===== config.mk =====
export PLATFORM = sky130hd
export DESIGN_NAME = ir_cmd_ctrl_flat
export DESIGN_NICKNAME = d
export VERILOG_FILES = /design/src/rtl/ir_cmd_ctrl_if.sv /design/src/rtl/ir_cmd_ctrl.sv /design/src/flat_wrapper.sv
export SDC_FILE = /design/constraint.sdc
export NUM_CORES = 1
export LEC_CHECK = 0
export ABC_AREA = 1
export BUFFER_PORTS_ARGS = -buffer_cell sky130_fd_sc_hd__buf_2
export CAP_MARGIN = 0
export CORE_MARGIN = 4
export CORE_UTILIZATION = 57
export CTS_CLUSTER_DIAMETER = 80
export DETAILED_ROUTE_END_ITERATION = 8
export PLACE_DENSITY_LB_ADDON = 0.15
export SLEW_MARGIN = 20
export SYNTH_ARGS = -nofsm -noshare
export SYNTH_HDL_FRONTEND = slang
export SYNTH_SLANG_ARGS = --single-unit

===== constraint.sdc =====
create_clock -name clk50 -period 2.4 [get_ports clk50]
set_input_delay 0.48 -clock clk50 [delete_from_list [all_inputs] [get_ports clk50]]
set_output_delay 0.48 -clock clk50 [all_outputs]
set_load 0.05 [all_outputs]

===== src/rtl/ir_cmd_ctrl_if.sv =====
// Signal bundle between the NEC receiver / CPU side and ir_cmd_ctrl.
// The controller connects through the slave modport; the driver side uses master.
interface ir_cmd_ctrl_if;
    logic [31:0] ir_code;
    logic        ir_code_ack;
    logic        cfg_we;
    logic [3:0]  cfg_addr;
    logic [24:0] cfg_data;
    logic        evt_valid;
    logic [1:0]  evt_type;
    logic [3:0]  evt_idx;
    logic        evt_ready;
    logic        evt_ovf;
    logic        ovf_clr;

    modport master (
        output ir_code, ir_code_ack, cfg_we, cfg_addr, cfg_data, evt_ready, ovf_clr,
        input  evt_valid, evt_type, evt_idx, evt_ovf
    );

    modport slave (
        input  ir_code, ir_code_ack, cfg_we, cfg_addr, cfg_data, evt_ready, ovf_clr,
        output evt_valid, evt_type, evt_idx, evt_ovf
    );
endinterface


===== src/rtl/ir_cmd_ctrl.sv =====
// NEC IR key-event controller: keymap lookup, press/repeat/release sequencing, 4-deep event FIFO.
// Define IR_CTRL_AUTOREPEAT_EN to build the auto-repeat state and counter.
module ir_cmd_ctrl #(
    parameter int unsigned REPEAT_DELAY = 25000000,
    parameter int unsigned REPEAT_RATE  = 7500000
) (
    input logic           clk50,
    input logic           reset_n,
    ir_cmd_ctrl_if.slave  bus
);

    localparam logic [1:0] ST_IDLE       = 2'd0;
    localparam logic [1:0] ST_HELD_DLY   = 2'd1;
`ifdef IR_CTRL_AUTOREPEAT_EN
    localparam logic [1:0] ST_HELD_RPT   = 2'd2;
    localparam logic [24:0] DLY_LAST     = 25'(REPEAT_DELAY - 1);
    localparam logic [24:0] RATE_LAST    = 25'(REPEAT_RATE - 1);
`endif
    localparam logic [1:0] ST_PRESS_PEND = 2'd3;

    localparam logic [1:0] EVT_PRESS   = 2'b01;
`ifdef IR_CTRL_AUTOREPEAT_EN
    localparam logic [1:0] EVT_REPEAT  = 2'b10;
`endif
    localparam logic [1:0] EVT_RELEASE = 2'b11;

    // ------------------------------------------------------------------
    // Keymap and lookup
    // ------------------------------------------------------------------
    logic [24:0] km_q [16];
    logic [24:0] km_d [16];
    logic [15:0] hit;
    logic        hit_any;
    logic [3:0]  hit_idx;

    for (genvar gi = 0; gi < 16; gi++) begin : g_keymap
        always_comb begin
            km_d[gi] = km_q[gi];
            if (bus.cfg_we && (bus.cfg_addr == 4'(gi)))
                km_d[gi] = bus.cfg_data;
        end

        always_ff @(posedge clk50 or negedge reset_n) begin
            if (!reset_n)
                km_q[gi] <= '0;
            else
                km_q[gi] <= km_d[gi];
        end

        assign hit[gi] = km_q[gi][24]
                      && (km_q[gi][23:8] == bus.ir_code[31:16])
                      && (km_q[gi][7:0]  == bus.ir_code[15:8]);
    end

    // Descending scan so the lowest hitting index is the one left standing
    always_comb begin
        hit_any = 1'b0;
        hit_idx = 4'd0;
        for (int i = 15; i >= 0; i--) begin
            if (hit[i]) begin
                hit_any = 1'b1;
                hit_idx = 4'(i);
            end
        end
    end

    // ------------------------------------------------------------------
    // Key-state FSM
    // ------------------------------------------------------------------
    logic [1:0] state_q, state_d;
    logic [3:0] hidx_q, hidx_d;
    logic [3:0] pidx_q, pidx_d;
`ifdef IR_CTRL_AUTOREPEAT_EN
    logic [24:0] cnt_q, cnt_d;
`endif
    logic       push;
    logic [1:0] push_type;
    logic [3:0] push_idx;
    logic       code_zero;

    assign code_zero = (bus.ir_code == 32'd0);

    always_comb begin
        state_d   = state_q;
        hidx_d    = hidx_q;
        pidx_d    = pidx_q;
`ifdef IR_CTRL_AUTOREPEAT_EN
        cnt_d     = cnt_q;
`endif
        push      = 1'b0;
        push_type = 2'b00;
        push_idx  = 4'd0;

        case (state_q)
            ST_IDLE: begin
                if (bus.ir_code_ack && hit_any) begin
                    push      = 1'b1;
                    push_type = EVT_PRESS;
                    push_idx  = hit_idx;
                    hidx_d    = hit_idx;
`ifdef IR_CTRL_AUTOREPEAT_EN
                    cnt_d     = 25'd0;
`endif
                    state_d   = ST_HELD_DLY;
                end
            end

            ST_PRESS_PEND: begin
                // A new ack in this cycle is intentionally lost
                push      = 1'b1;
                push_type = EVT_PRESS;
                push_idx  = pidx_q;
                hidx_d    = pidx_q;
`ifdef IR_CTRL_AUTOREPEAT_EN
                cnt_d     = 25'd0;
`endif
                state_d   = ST_HELD_DLY;
            end

            default: begin
                if (bus.ir_code_ack) begin
                    push      = 1'b1;
                    push_type = EVT_RELEASE;
                    push_idx  = hidx_q;
                    if (hit_any) begin
                        pidx_d  = hit_idx;
                        state_d = ST_PRESS_PEND;
                    end else begin
                        state_d = ST_IDLE;
                    end
                end else if (code_zero) begin
                    push      = 1'b1;
                    push_type = EVT_RELEASE;
                    push_idx  = hidx_q;
                    state_d   = ST_IDLE;
                end
`ifdef IR_CTRL_AUTOREPEAT_EN
                else if ((state_q == ST_HELD_DLY) && (cnt_q == DLY_LAST)) begin
                    push      = 1'b1;
                    push_type = EVT_REPEAT;
                    push_idx  = hidx_q;
                    cnt_d     = 25'd0;
                    state_d   = ST_HELD_RPT;
                end else if ((state_q == ST_HELD_RPT) && (cnt_q == RATE_LAST)) begin
                    push      = 1'b1;
                    push_type = EVT_REPEAT;
                    push_idx  = hidx_q;
                    cnt_d     = 25'd0;
                end else begin
                    cnt_d = cnt_q + 25'd1;
                end
`endif
            end
        endcase
    end

    always_ff @(posedge clk50 or negedge reset_n) begin
        if (!reset_n) begin
            state_q <= ST_IDLE;
            hidx_q  <= 4'd0;
            pidx_q  <= 4'd0;
`ifdef IR_CTRL_AUTOREPEAT_EN
            cnt_q   <= 25'd0;
`endif
        end else begin
            state_q <= state_d;
            hidx_q  <= hidx_d;
            pidx_q  <= pidx_d;
`ifdef IR_CTRL_AUTOREPEAT_EN
            cnt_q   <= cnt_d;
`endif
        end
    end

    // ------------------------------------------------------------------
    // Event FIFO
    // ------------------------------------------------------------------
    logic [5:0] fifo_q [4];
    logic [5:0] fifo_d [4];
    logic [1:0] wr_ptr_q, wr_ptr_d;
    logic [1:0] rd_ptr_q, rd_ptr_d;
    logic [2:0] count_q, count_d;
    logic       ovf_q, ovf_d;
    logic       pop, full, push_ok, ovf_set;
    logic [5:0] head;

    assign pop     = (count_q != 3'd0) && bus.evt_ready;
    assign full    = (count_q == 3'd4);
    // When full, a simultaneous pop frees the slot the write lands in
    assign push_ok = push && (!full || pop);
    assign ovf_set = push && full && !pop;

    for (genvar gi = 0; gi < 4; gi++) begin : g_fifo
        always_comb begin
            fifo_d[gi] = fifo_q[gi];
            if (push_ok && (wr_ptr_q == 2'(gi)))
                fifo_d[gi] = {push_type, push_idx};
        end

        always_ff @(posedge clk50 or negedge reset_n) begin
            if (!reset_n)
                fifo_q[gi] <= 6'd0;
            else
                fifo_q[gi] <= fifo_d[gi];
        end
    end

    always_comb begin
        wr_ptr_d = push_ok ? wr_ptr_q + 2'd1 : wr_ptr_q;
        rd_ptr_d = pop     ? rd_ptr_q + 2'd1 : rd_ptr_q;
        case ({push_ok, pop})
            2'b10:   count_d = count_q + 3'd1;
            2'b01:   count_d = count_q - 3'd1;
            default: count_d = count_q;
        endcase
        ovf_d = ovf_q;
        if (ovf_set)
            ovf_d = 1'b1;
        else if (bus.ovf_clr)
            ovf_d = 1'b0;
    end

    always_ff @(posedge clk50 or negedge reset_n) begin
        if (!reset_n) begin
            wr_ptr_q <= 2'd0;
            rd_ptr_q <= 2'd0;
            count_q  <= 3'd0;
            ovf_q    <= 1'b0;
        end else begin
            wr_ptr_q <= wr_ptr_d;
            rd_ptr_q <= rd_ptr_d;
            count_q  <= count_d;
            ovf_q    <= ovf_d;
        end
    end

    assign head          = fifo_q[rd_ptr_q];
    assign bus.evt_valid = (count_q != 3'd0);
    assign bus.evt_type  = bus.evt_valid ? head[5:4] : 2'b00;
    assign bus.evt_idx   = bus.evt_valid ? head[3:0] : 4'd0;
    assign bus.evt_ovf   = ovf_q;

endmodule


===== src/flat_wrapper.sv =====
// flat-port wrapper written by rule: the top's interface ports become plain ports
module ir_cmd_ctrl_flat 
#(
    parameter int unsigned REPEAT_DELAY = 25000000,
    parameter int unsigned REPEAT_RATE  = 7500000
)
  (clk50, reset_n, bus_ir_code, bus_ir_code_ack, bus_cfg_we, bus_cfg_addr, bus_cfg_data, bus_evt_ready, bus_ovf_clr, bus_evt_valid, bus_evt_type, bus_evt_idx, bus_evt_ovf);
  ir_cmd_ctrl_if bus_i ();
  input logic clk50;
  input logic reset_n;
  input wire logic [$bits(bus_i.ir_code)-1:0] bus_ir_code;
  input wire logic [$bits(bus_i.ir_code_ack)-1:0] bus_ir_code_ack;
  input wire logic [$bits(bus_i.cfg_we)-1:0] bus_cfg_we;
  input wire logic [$bits(bus_i.cfg_addr)-1:0] bus_cfg_addr;
  input wire logic [$bits(bus_i.cfg_data)-1:0] bus_cfg_data;
  input wire logic [$bits(bus_i.evt_ready)-1:0] bus_evt_ready;
  input wire logic [$bits(bus_i.ovf_clr)-1:0] bus_ovf_clr;
  output wire logic [$bits(bus_i.evt_valid)-1:0] bus_evt_valid;
  output wire logic [$bits(bus_i.evt_type)-1:0] bus_evt_type;
  output wire logic [$bits(bus_i.evt_idx)-1:0] bus_evt_idx;
  output wire logic [$bits(bus_i.evt_ovf)-1:0] bus_evt_ovf;
  assign bus_i.ir_code = bus_ir_code;
  assign bus_i.ir_code_ack = bus_ir_code_ack;
  assign bus_i.cfg_we = bus_cfg_we;
  assign bus_i.cfg_addr = bus_cfg_addr;
  assign bus_i.cfg_data = bus_cfg_data;
  assign bus_i.evt_ready = bus_evt_ready;
  assign bus_i.ovf_clr = bus_ovf_clr;
  assign bus_evt_valid = bus_i.evt_valid;
  assign bus_evt_type = bus_i.evt_type;
  assign bus_evt_idx = bus_i.evt_idx;
  assign bus_evt_ovf = bus_i.evt_ovf;
  ir_cmd_ctrl #(.REPEAT_DELAY(REPEAT_DELAY), .REPEAT_RATE(REPEAT_RATE)) u_core (.clk50(clk50), .reset_n(reset_n), .bus(bus_i));
endmodule

======== After elaboration in Yosys (flattened, before gate mapping) ========
Cells that the tools add are included.
storage, ports and cells
  register bits ........................... 442
  bits of input ports ..................... 67
  output and inout bits ................... 8
cells by class
  reduce and logical (&&, ||, !) cells .... 73
  equality and inequality tests ........... 55
  bitwise operators ....................... 2
  $lt $le $gt $ge ......................... 1
  add/sub/neg operators ................... 4
  multiplexer cells ....................... 59
operators by type and width
  kind                   count
  $eq A16 B16 Y1         16
  $eq A8 B8 Y1           16
  $mux W4                21
  $logic_and A1 B1 Y1    57
  $eq A4 B4 Y1 const B   8
  $logic_not A32 Y1      1
  $mux W1                22
  $eq A4 B3 Y1 const B   4
  $pmux W4 S2            2
  $mux W2                7
  $bmux W6 S2            1
  $mux W6                2
  $eq A2 B2 Y1 const B   4
  $eq A4 B2 Y1 const B   2
  $pmux W2 S2            2
  $pmux W3 S2            1
  $reduce_bool A2 Y1     3
  $add A2 B1 Y2 const B  2
  $eq A2 B1 Y1 const B   2
  $eq A4 B1 Y1 const B   1
  $logic_not A2 Y1       2
  $logic_not A4 Y1       1
  $reduce_and A2 Y1      2
  $reduce_bool A4 Y1     1
  13 further kinds       14

======== Logic depth before layout (Yosys ltp) ========
Gate-level depths: netlist (run 1).
  depth in word-level cells ............... 25
  gate-level depth with buffers ........... 30

======== Least setup slack after synthesis (run 1) ========
No wires, ideal clock.
  kind .................................... input-to-reg
  start point ............................. input bus_ir_code[27]
  end point ............................... register u_core.count_q[2]
  slack ................................... -0.372 ns
  data required time ...................... 2.287 ns
  library setup time ...................... 0.113 ns
  buffers on the path ..................... 2
  arrival ................................. 2.659 ns
  stages .................................. 25
  cells stage by stage .................... buf_4 inv_4 buf_4 o22ai_1 nor4_1 nand2_1 nor2_1 nand2_1 inv_1 nor2_2 nand2_1 nor2_2 nand2_4 nand3_4 nand2_2 nand2_2 nand2_4 nor2_1 fa_1 inv_1 nand2_1 nand2_1 nand2_1 nand2_1 inv_1
between the ends
  cells in the longest elaborated chain, start to end .. 25
  elaborated cells between the ends (all ways) .. 75
RTL lines
  what                                               RTL line            source
  start: declaration                                 flat_wrapper.sv:11  input wire logic [$bits(bus_i.ir_code)-1:0] bus_ir_code;
  $eq A16 B16 Y1                                     ir_cmd_ctrl.sv:51   && (km_q[gi][23:8] == bus.ir_code[31:16])
  $logic_and A1 B1 Y1                                ir_cmd_ctrl.sv:51
  $logic_and A1 B1 Y1                                ir_cmd_ctrl.sv:52   && (km_q[gi][7:0] == bus.ir_code[15:8]);
  $mux W1 (16 in series)                             ir_cmd_ctrl.sv:60   if (hit[i]) begin
  $logic_and A1 B1 Y1                                ir_cmd_ctrl.sv:96   if (bus.ir_code_ack && hit_any) begin
  $mux W1                                            ir_cmd_ctrl.sv:96
  $pmux W1 S2 (*)                                    ir_cmd_ctrl.sv:94   case (state_q)
  $logic_and A1 B1 Y1 (*)                            ir_cmd_ctrl.sv:190  assign push_ok = push && (!full || pop);
  $eq A2 B1 Y1 or $eq A2 B2 Y1 (tied branches)       ir_cmd_ctrl.sv:211  case ({push_ok, pop})
  $pmux W3 S2 or $reduce_bool A2 Y1 (tied branches)  -
  end signal: assignment                             ir_cmd_ctrl.sv:232  count_q <= count_d;
  end: declaration                                   ir_cmd_ctrl.sv:182  logic [2:0] count_q, count_d;
Mark *: on every way between the ends. The rest lies on a longest branch, timed or not.
A chain may end at the register's enable or synchronous reset.

======== Worst setup path after layout (run 1) ========
  start point ............................. register u_core.km_q[338] (netlist bit)
  end point ............................... register u_core.count_q[2]
between the ends
  cells in the longest elaborated chain, start to end .. 12
  elaborated cells between the ends (all ways) .. 14
RTL lines
  what                                               RTL line            source
  start: declaration                                 ir_cmd_ctrl.sv:30   logic [24:0] km_q [16];
  start signal: indexed assignment                   ir_cmd_ctrl.sv:47   km_q[gi] <= km_d[gi];
  $eq A16 B16 Y1 (*)                                 ir_cmd_ctrl.sv:51
  $logic_and A1 B1 Y1 (*)                            ir_cmd_ctrl.sv:51
  $logic_and A1 B1 Y1 (*)                            ir_cmd_ctrl.sv:52
  $mux W1 (*) (3 in series)                          ir_cmd_ctrl.sv:60
  $logic_and A1 B1 Y1 (*)                            ir_cmd_ctrl.sv:96
  $mux W1 (*)                                        ir_cmd_ctrl.sv:96
  $pmux W1 S2 (*)                                    ir_cmd_ctrl.sv:94
  $logic_and A1 B1 Y1 (*)                            ir_cmd_ctrl.sv:190
  $eq A2 B1 Y1 or $eq A2 B2 Y1 (tied branches)       ir_cmd_ctrl.sv:211
  $pmux W3 S2 or $reduce_bool A2 Y1 (tied branches)  -
Marks and branches as above.

==> results.py, run 1 <==
metrics = {
    "outcome": {
        "status": "finished, violations left",
        "violations": "negative setup slack",
    },
    "clocking": {
        "cts_root_buf": "clkbuf_16",
        "clk_latency_ps": 590,
        "htree_num_levels": 2,
        "cts_tree": "built",
        "ctsLongestPathBuffers": 3,
        "clock-sinks": 442,
        "numCtsBuffers": 48,
        "clkTransAtPathRegs_ps": 60,
    },
    "setup_path": {
        "slowest_stage": "dfrtp_1",
        "crit_arrival_ps": 3250,
        "slowest_delay_ps": 400,
        "path_class": "reg -> reg",
        "crit_fanout": 2,
        "worstSetupStartpointType": "flop",
        "critical_path_required_ps": 2870,
        "cp-end-kind": "flop",
        "crit_chain": "nand2_1, o21ai_0, a211oi_1, nand2_1, nor2_1, nand4_1, nor2_4, nor2_4, nand2_2, nor2_4, nand2_4, nand3_4, nand2_2, nand2_2, nand2_4, nor2_4, fa_2, nand4_1, nand3_1, nand2_1, inv_1",
        "critPathBufInv": 1,
        "crit_top_cell": "nor2_4",
        "crit_family": "simple AND/OR/NAND/NOR gates",
    },
    "synth": {
        "ys_seq_area_share_pct": 50.3,
        "synth_nets": 2731,
        "synth_area_per_cell_um2": 8.27,
        "synth-edff-count": 0,
        "ys_seq_elements": 442,
        "async_flop_share_pct": 100,
        "syn_inst": 2657,
        "ys_types": 57,
        "syn_area_um2": 22000,
        "ys_warn_count": 0,
        "synth_ff_type": "dfrtp_1",
    },
    "final_layout": {
        "areaGrowthSynthToFinish_pct": 21.8,
        "drive_gt1_share_pct": 19.5,
        "nNetsFinal": 2986,
        "final-instance-count-excl-fill": 3461,
        "mostFrequentLayoutCells": "745 x nand2_1, 456 x o21ai_0, 441 x dfrtp_1",
        "final_common_cell": "nand2_1",
        "final_util_pct": 70.7,
    },
    "die": {
        "core-area_um2": 37800,
        "die_h_um": 204,
        "io_pins": 75,
        "rows": 71,
        "dieArea_um2": 41800,
        "dieWidth_um": 204,
        "start_util_pct": 58.1,
    },
    "sta": {
        "slew_headroom_pct": 64.9,
        "max_freq_ghz": 0.361,
        "slew_violations": 0,
        "period_needed_ps": 2770,
        "rsz0062_at_grt": "yes",
        "fin_crit_sh_pct": 116,
        "setup_slack_ps": -374,
        "setup_viol": 37,
        "hold_viol": 0,
        "worstMarginPinSlew_ps": 526,
        "fin_skew_ps": 15.8,
        "whs_ps": 66.0,
    },
    "route": {
        "wl_met2_mm": 35.9,
        "wl_met1_mm": 31.6,
        "vias": 20800,
        "wirelength_mm": 82.8,
        "drc": 0,
        "vias_per_cell": 6.02,
        "wl_per_cell_um": 23.9,
        "dr.max_layer_used": "met5",
        "drtPass1Iterations": 6,
        "drt_iter0_markers": 2724,
        "ant_nets": 0,
        "met3_wirelength_mm": 9.43,
    },
    "min_path": {
        "min_path_type": "in -> reg",
    },
    "place": {
        "gp_congestion": 1.00,
        "post-dp-hpwl_mm": 54.4,
        "dp_cells": 3349,
        "port_buffers": 74,
    },
    "global_routing": {
        "grt_max_degree": 73,
        "overflow": 0,
        "grt_pass1_wl_mm": 122,
        "grt_pass1_vias": 20000,
        "antenna_found_initial": 7,
        "track_usage_pct": 39.3,
    },
    "power": {
        "power_leakage_nw": 12.8,
        "ir_drop_uv": 584,
        "powerDensity_nw_per_um2": 906,
        "power_w": 0.0242,
    },
    "job": {
        "drv_cap": 0,
    },
}
-- kinds of logic after synthesis --
group	Yosys count	synth area share, %
flops	442	50.3
mux	2	0.0968
xor+xnor	106	4.22
buf+inv	357	7.67
compound gates	690	17.3
simple gates	1053	19.9
fa+ha+maj	7	0.433
-- synth_stat cells, types with 4 or more instances --
master / number / area share (%)
dfrtp_1: 442 / 50
nand4_1: 28 / 0.80
nor2_1: 139 / 2.4
nand2_8: 5 / 0.46
o22ai_1: 70 / 2.0
clkbuf_1: 108 / 1.8
nor4_1: 24 / 0.68
buf_4: 15 / 0.51
inv_2: 12 / 0.20
o2111ai_1: 4 / 0.16
nand2_2: 4 / 0.11
o21ai_0: 466 / 11
o21ai_1: 34 / 0.77
inv_4: 9 / 0.26
a22o_1: 13 / 0.52
a21oi_1: 47 / 1.1
nor2_2: 9 / 0.26
o211ai_1: 4 / 0.14
buf_2: 16 / 0.36
xor2_1: 66 / 2.6
nor3_1: 22 / 0.50
buf_6: 28 / 1.4
xnor2_1: 40 / 1.6
inv_1: 162 / 2.8
a221oi_1: 26 / 1.0
ha_1: 6 / 0.34
nand3_1: 39 / 0.89
nand2_1: 761 / 13
a211oi_1: 12 / 0.41
o21ai_2: 5 / 0.20
or2_1: 6 / 0.17
-- repair_timing --
action,4_1_cts,5_1_grt
hold buffers,1,0
hold endpoints to repair,32,0
setup buffers,13,10
endpoints found under the setup margin,42,46
pin swaps,14,39
gates resized for setup,36,47
-- cell type report --
cell class              count  area, µm²
diodes                      1       2.50
clock buffers              73       1460
clock inverters            14        148
fillers                  3076      11100
inverters                 189        777
multi-input cells        1858       9530
flip-flops and latches    442      11100
well taps                 511        639
repair buffers            373       3150
-- registers in the layout, indices dropped and copies added (netlist names) --
signal / flops
u_core.bus.evt_ovf: 1
u_core.pidx_q: 4
u_core.wr_ptr_q: 2
u_core.rd_ptr_q: 2
u_core.count_q: 3
u_core.hidx_q: 4
u_core.fifo_q: 24
u_core.state_q: 2
u_core.km_q: 400
-- layer usage --
| layer | up-vias | global-route usage [%] |
|---|---|---|
| li1 | 9298 | - |
| met1 | 9920 | 52.7 |
| met2 | 1295 | 58.6 |
| met3 | 326 | 9.38 |
| met4 | 4 | 23.3 |
| met5 | - | 0 |
-- through the flow --
step	setup TNS (ps)	setup slack, ps	instance area, µm²
after floorplan	-596	-308	22000
after CTS	-3350	-269	26500
final	-6740	-374	26800
after global routing	-12100	-524	26800
after global placement	-27580	-903	24700
after detailed placement	-28430	-905	24700
-- final timing paths --
path | cells past startpoint | slack, ps | startpoint | endpoint
setup / recovery | 21 | -370 | u_core.km_q[338]$_DFFE_PN0P_ | u_core.count_q[2]$_DFFE_PN0P_
hold / removal | 2 | 70 | bus_ovf_clr | u_core.bus.evt_ovf$_DFFE_PN0P_
setup reg to reg | 21 | -370 | u_core.km_q[338]$_DFFE_PN0P_ | u_core.count_q[2]$_DFFE_PN0P_
hold reg to reg | 2 | 450 | u_core.fifo_q[16]$_DFFE_PN0P_ | u_core.fifo_q[16]$_DFFE_PN0P_
max in group asynchronous | 3 | 1170 | reset_n | u_core.rd_ptr_q[1]$_DFFE_PN0P_
min in group asynchronous | 2 | 420 | reset_n | u_core.km_q[252]$_DFFE_PN0P_
-- where the power goes --
part           leakage, nW  internal [W]  switching [W]
sequential            5.57       0.00911        0.00127
clock                0.798       0.00449        0.00311
combinational         6.40       0.00254        0.00373
Power figures use the tool's default switching activity.
==> run 2: changes to the inputs <==
--- a/config.mk
+++ b/config.mk
@@ -8,7 +8,6 @@
 export ABC_AREA = 1
 export BUFFER_PORTS_ARGS = -buffer_cell sky130_fd_sc_hd__buf_2
 export CAP_MARGIN = 0
-export CORE_MARGIN = 4
 export CORE_UTILIZATION = 57
 export CTS_CLUSTER_DIAMETER = 80
 export DETAILED_ROUTE_END_ITERATION = 8
==> run 2 against run 1 <==
The run still ends with negative setup slack left. Worst setup slack improved by 27 ps. First-iteration DRC count down 5.4%. Global-route usage is 3.2 points higher. Maximum frequency grew 0.99%. Combinational power up 4.8%. Worst hold slack worse by 6.8 ps.
==> results.py, run 2 (same netlist as run 1, synthesis figures left out) <==
metrics = {
    "outcome": {
        "status": "finished, violations left",
        "violations": "negative setup slack",
    },
    "final_layout": {
        "final_util_pct": 73.0,
        "areaGrowthSynthToFinish_pct": 25.7,
        "drive_gt1_share_pct": 22.8,
        "largest_reg_flops": 400,
        "nNetsFinal": 3027,
        "num-fill-cells": 2892,
        "largest_register": "u_core.km_q",
        "top_regs": "u_core.km_q (400), u_core.fifo_q (24)",
        "mostFrequentLayoutCells": "717 x nand2_1, 448 x o21ai_0, 440 x dfrtp_1",
        "final_common_cell": "nand2_1",
    },
    "clocking": {
        "clkTransAtPathRegs_ps": 60,
        "cts_tree": "built",
        "clk_latency_ps": 600,
        "ctsLongestPathBuffers": 3,
        "cts_root_buf": "clkbuf_16",
        "clock-sinks": 442,
        "numCtsBuffers": 48,
        "htree_num_levels": 2,
    },
    "sta": {
        "slew_headroom_pct": 53.8,
        "worstMarginPinSlew_ps": 692,
        "setup_viol": 36,
        "fin_skew_ps": 17.0,
        "fin_crit_sh_pct": 114,
        "rsz0062_at_grt": "yes",
        "max_freq_ghz": 0.364,
        "slew_violations": 0,
        "hold_viol": 0,
        "setup_slack_ps": -347,
        "period_needed_ps": 2750,
    },
    "setup_path": {
        "crit_fanout": 2,
        "reg2reg_slack_ps": -350,
        "path_class": "reg -> reg",
        "worstSetupStartpointType": "flop",
        "slowest_delay_ps": 410,
        "slowest_stage": "dfrtp_1",
        "crit_chain": "xor2_2, a221oi_2, buf_4, nand3b_1, nor2_2, nand2_2, inv_2, nor2_4, nand2_4, nor2_4, nand2_4, nand3_4, nand2_2, nand2_2, nand2_4, nor2_4, fa_2, nand4_1, nand3_1, nand2_1, inv_1",
        "critical_path_required_ps": 2900,
        "critPathBufInv": 3,
        "crit_family": "simple AND/OR/NAND/NOR gates",
        "crit_arrival_ps": 3240,
        "cp-end-kind": "flop",
    },
    "route": {
        "ant_nets": 0,
        "wl_per_cell_um": 23.5,
        "drc": 0,
        "wirelength_mm": 82.4,
        "drt_iter0_markers": 2578,
        "vias": 21000,
        "vias_per_cell": 5.99,
        "drtPass1Iterations": 6,
    },
    "global_routing": {
        "track_usage_pct": 42.5,
        "grt_max_degree": 74,
        "grt_pass1_wl_mm": 121,
        "antenna_found_initial": 3,
        "overflow": 0,
        "grt_pass1_vias": 19600,
    },
    "die": {
        "die_h_um": 198,
        "dieArea_um2": 39400,
        "dieWidth_um": 198,
        "rows": 71,
        "core-area_um2": 37800,
        "start_util_pct": 58.1,
        "io_pins": 75,
    },
    "power": {
        "power_leakage_nw": 13.1,
        "power_w": 0.0252,
        "ir_drop_uv": 733,
        "powerDensity_nw_per_um2": 912,
    },
    "place": {
        "post-dp-hpwl_mm": 54.8,
        "gp_congestion": 0.989,
        "port_buffers": 74,
    },
    "min_path": {
        "min_path_type": "in -> reg",
    },
    "job": {
        "drv_cap": 0,
    },
}
## run 2: cell count changes in the layout (fill, tap and decap cells not counted), sizes merged
cell / before / now
bufinv: 3 / 9
clkinvlp: 1 / 2
diode: 1 / 3
clkinv: 11 / 12
clkbuf: 74 / 71
inv: 188 / 189
buf: 371 / 409
## run 2: power breakdown
group	switching (W)	total (W)	leakage, nW	internal, W
Sequential	0.00127	0.0104	5.56	0.00910
Combinational	0.00387	0.00657	6.72	0.00270
Clock	0.00324	0.00824	0.855	0.00500
Total	0.00838	0.0252	13.1	0.0168
## run 2: metrics by stage
step / hold WS [ps] / instance area [µm²] / instances / setup WS (ps) / TNS, ps
floorplan: 184 / 22000 / 2657 / -308 / -596
global placement: 436 / 24900 / 3374 / -977 / -27410
detailed placement: 447 / 24900 / 3374 / -1020 / -30060
CTS: 51.8 / 27100 / 3484 / -275 / -4570
global route: 64.8 / 27600 / 3504 / -559 / -12520
finish: 59.2 / 27600 / 3507 / -347 / -6090
## run 2: worst reg2reg max path, delay by kind of cell (launching register included)
kind,cells,cell delay [ps]
AOI/OAI and AO/OA,1,230
adders and majority gates,1,360
DFF,1,410
and+or+nand+nor,15,1190
buffers and inverters,3,300
xor gates and xnor gates,1,170
## run 2: layout make-up
type,instances,area (µm²),share of cell area (%)
Timing Repair Buffer,414,3530,12.8
Clock inverter,23,357,1.29
Antenna cell,3,7.51,0.0272
Inverter,189,787,2.85
Clock buffer,67,1380,5.01
Tap cell,511,639,2.31
Sequential cell,442,11100,40.0
Multi-Input combinational cell,1858,9860,35.7
## run 2: worst paths after layout
path,start,to,cells past startpoint
setup / recovery,u_core.km_q[160]$_DFFE_PN0P_,u_core.count_q[2]$_DFFE_PN0P_,21
hold / removal,bus_ovf_clr,u_core.bus.evt_ovf$_DFFE_PN0P_,2
setup reg to reg,u_core.km_q[160]$_DFFE_PN0P_,u_core.count_q[2]$_DFFE_PN0P_,21
hold reg to reg,u_core.fifo_q[4]$_DFFE_PN0P_,u_core.fifo_q[4]$_DFFE_PN0P_,1
max in group asynchronous,reset_n,u_core.rd_ptr_q[1]$_DFFE_PN0P_,3
min in group asynchronous,reset_n,u_core.km_q[265]$_DFFE_PN0P_,2
## run 2: timing repair
action                                  CTS  global route
setup buffers                            20            23
endpoints found under the hold margin    39             0
cloned                                    0             0
pin swaps                                19            50
endpoints found under the setup margin   46            46
resized for setup                        63           120
hold buffers                              1             0
## run 2: per-layer routing
metal	wire length (µm)	track usage (%)	part of all wire, %
met5	0	0	0
met3	9610	11.3	12
met2	34600	61.1	42
met1	31900	56.4	39
met4	6260	28.6	7.6
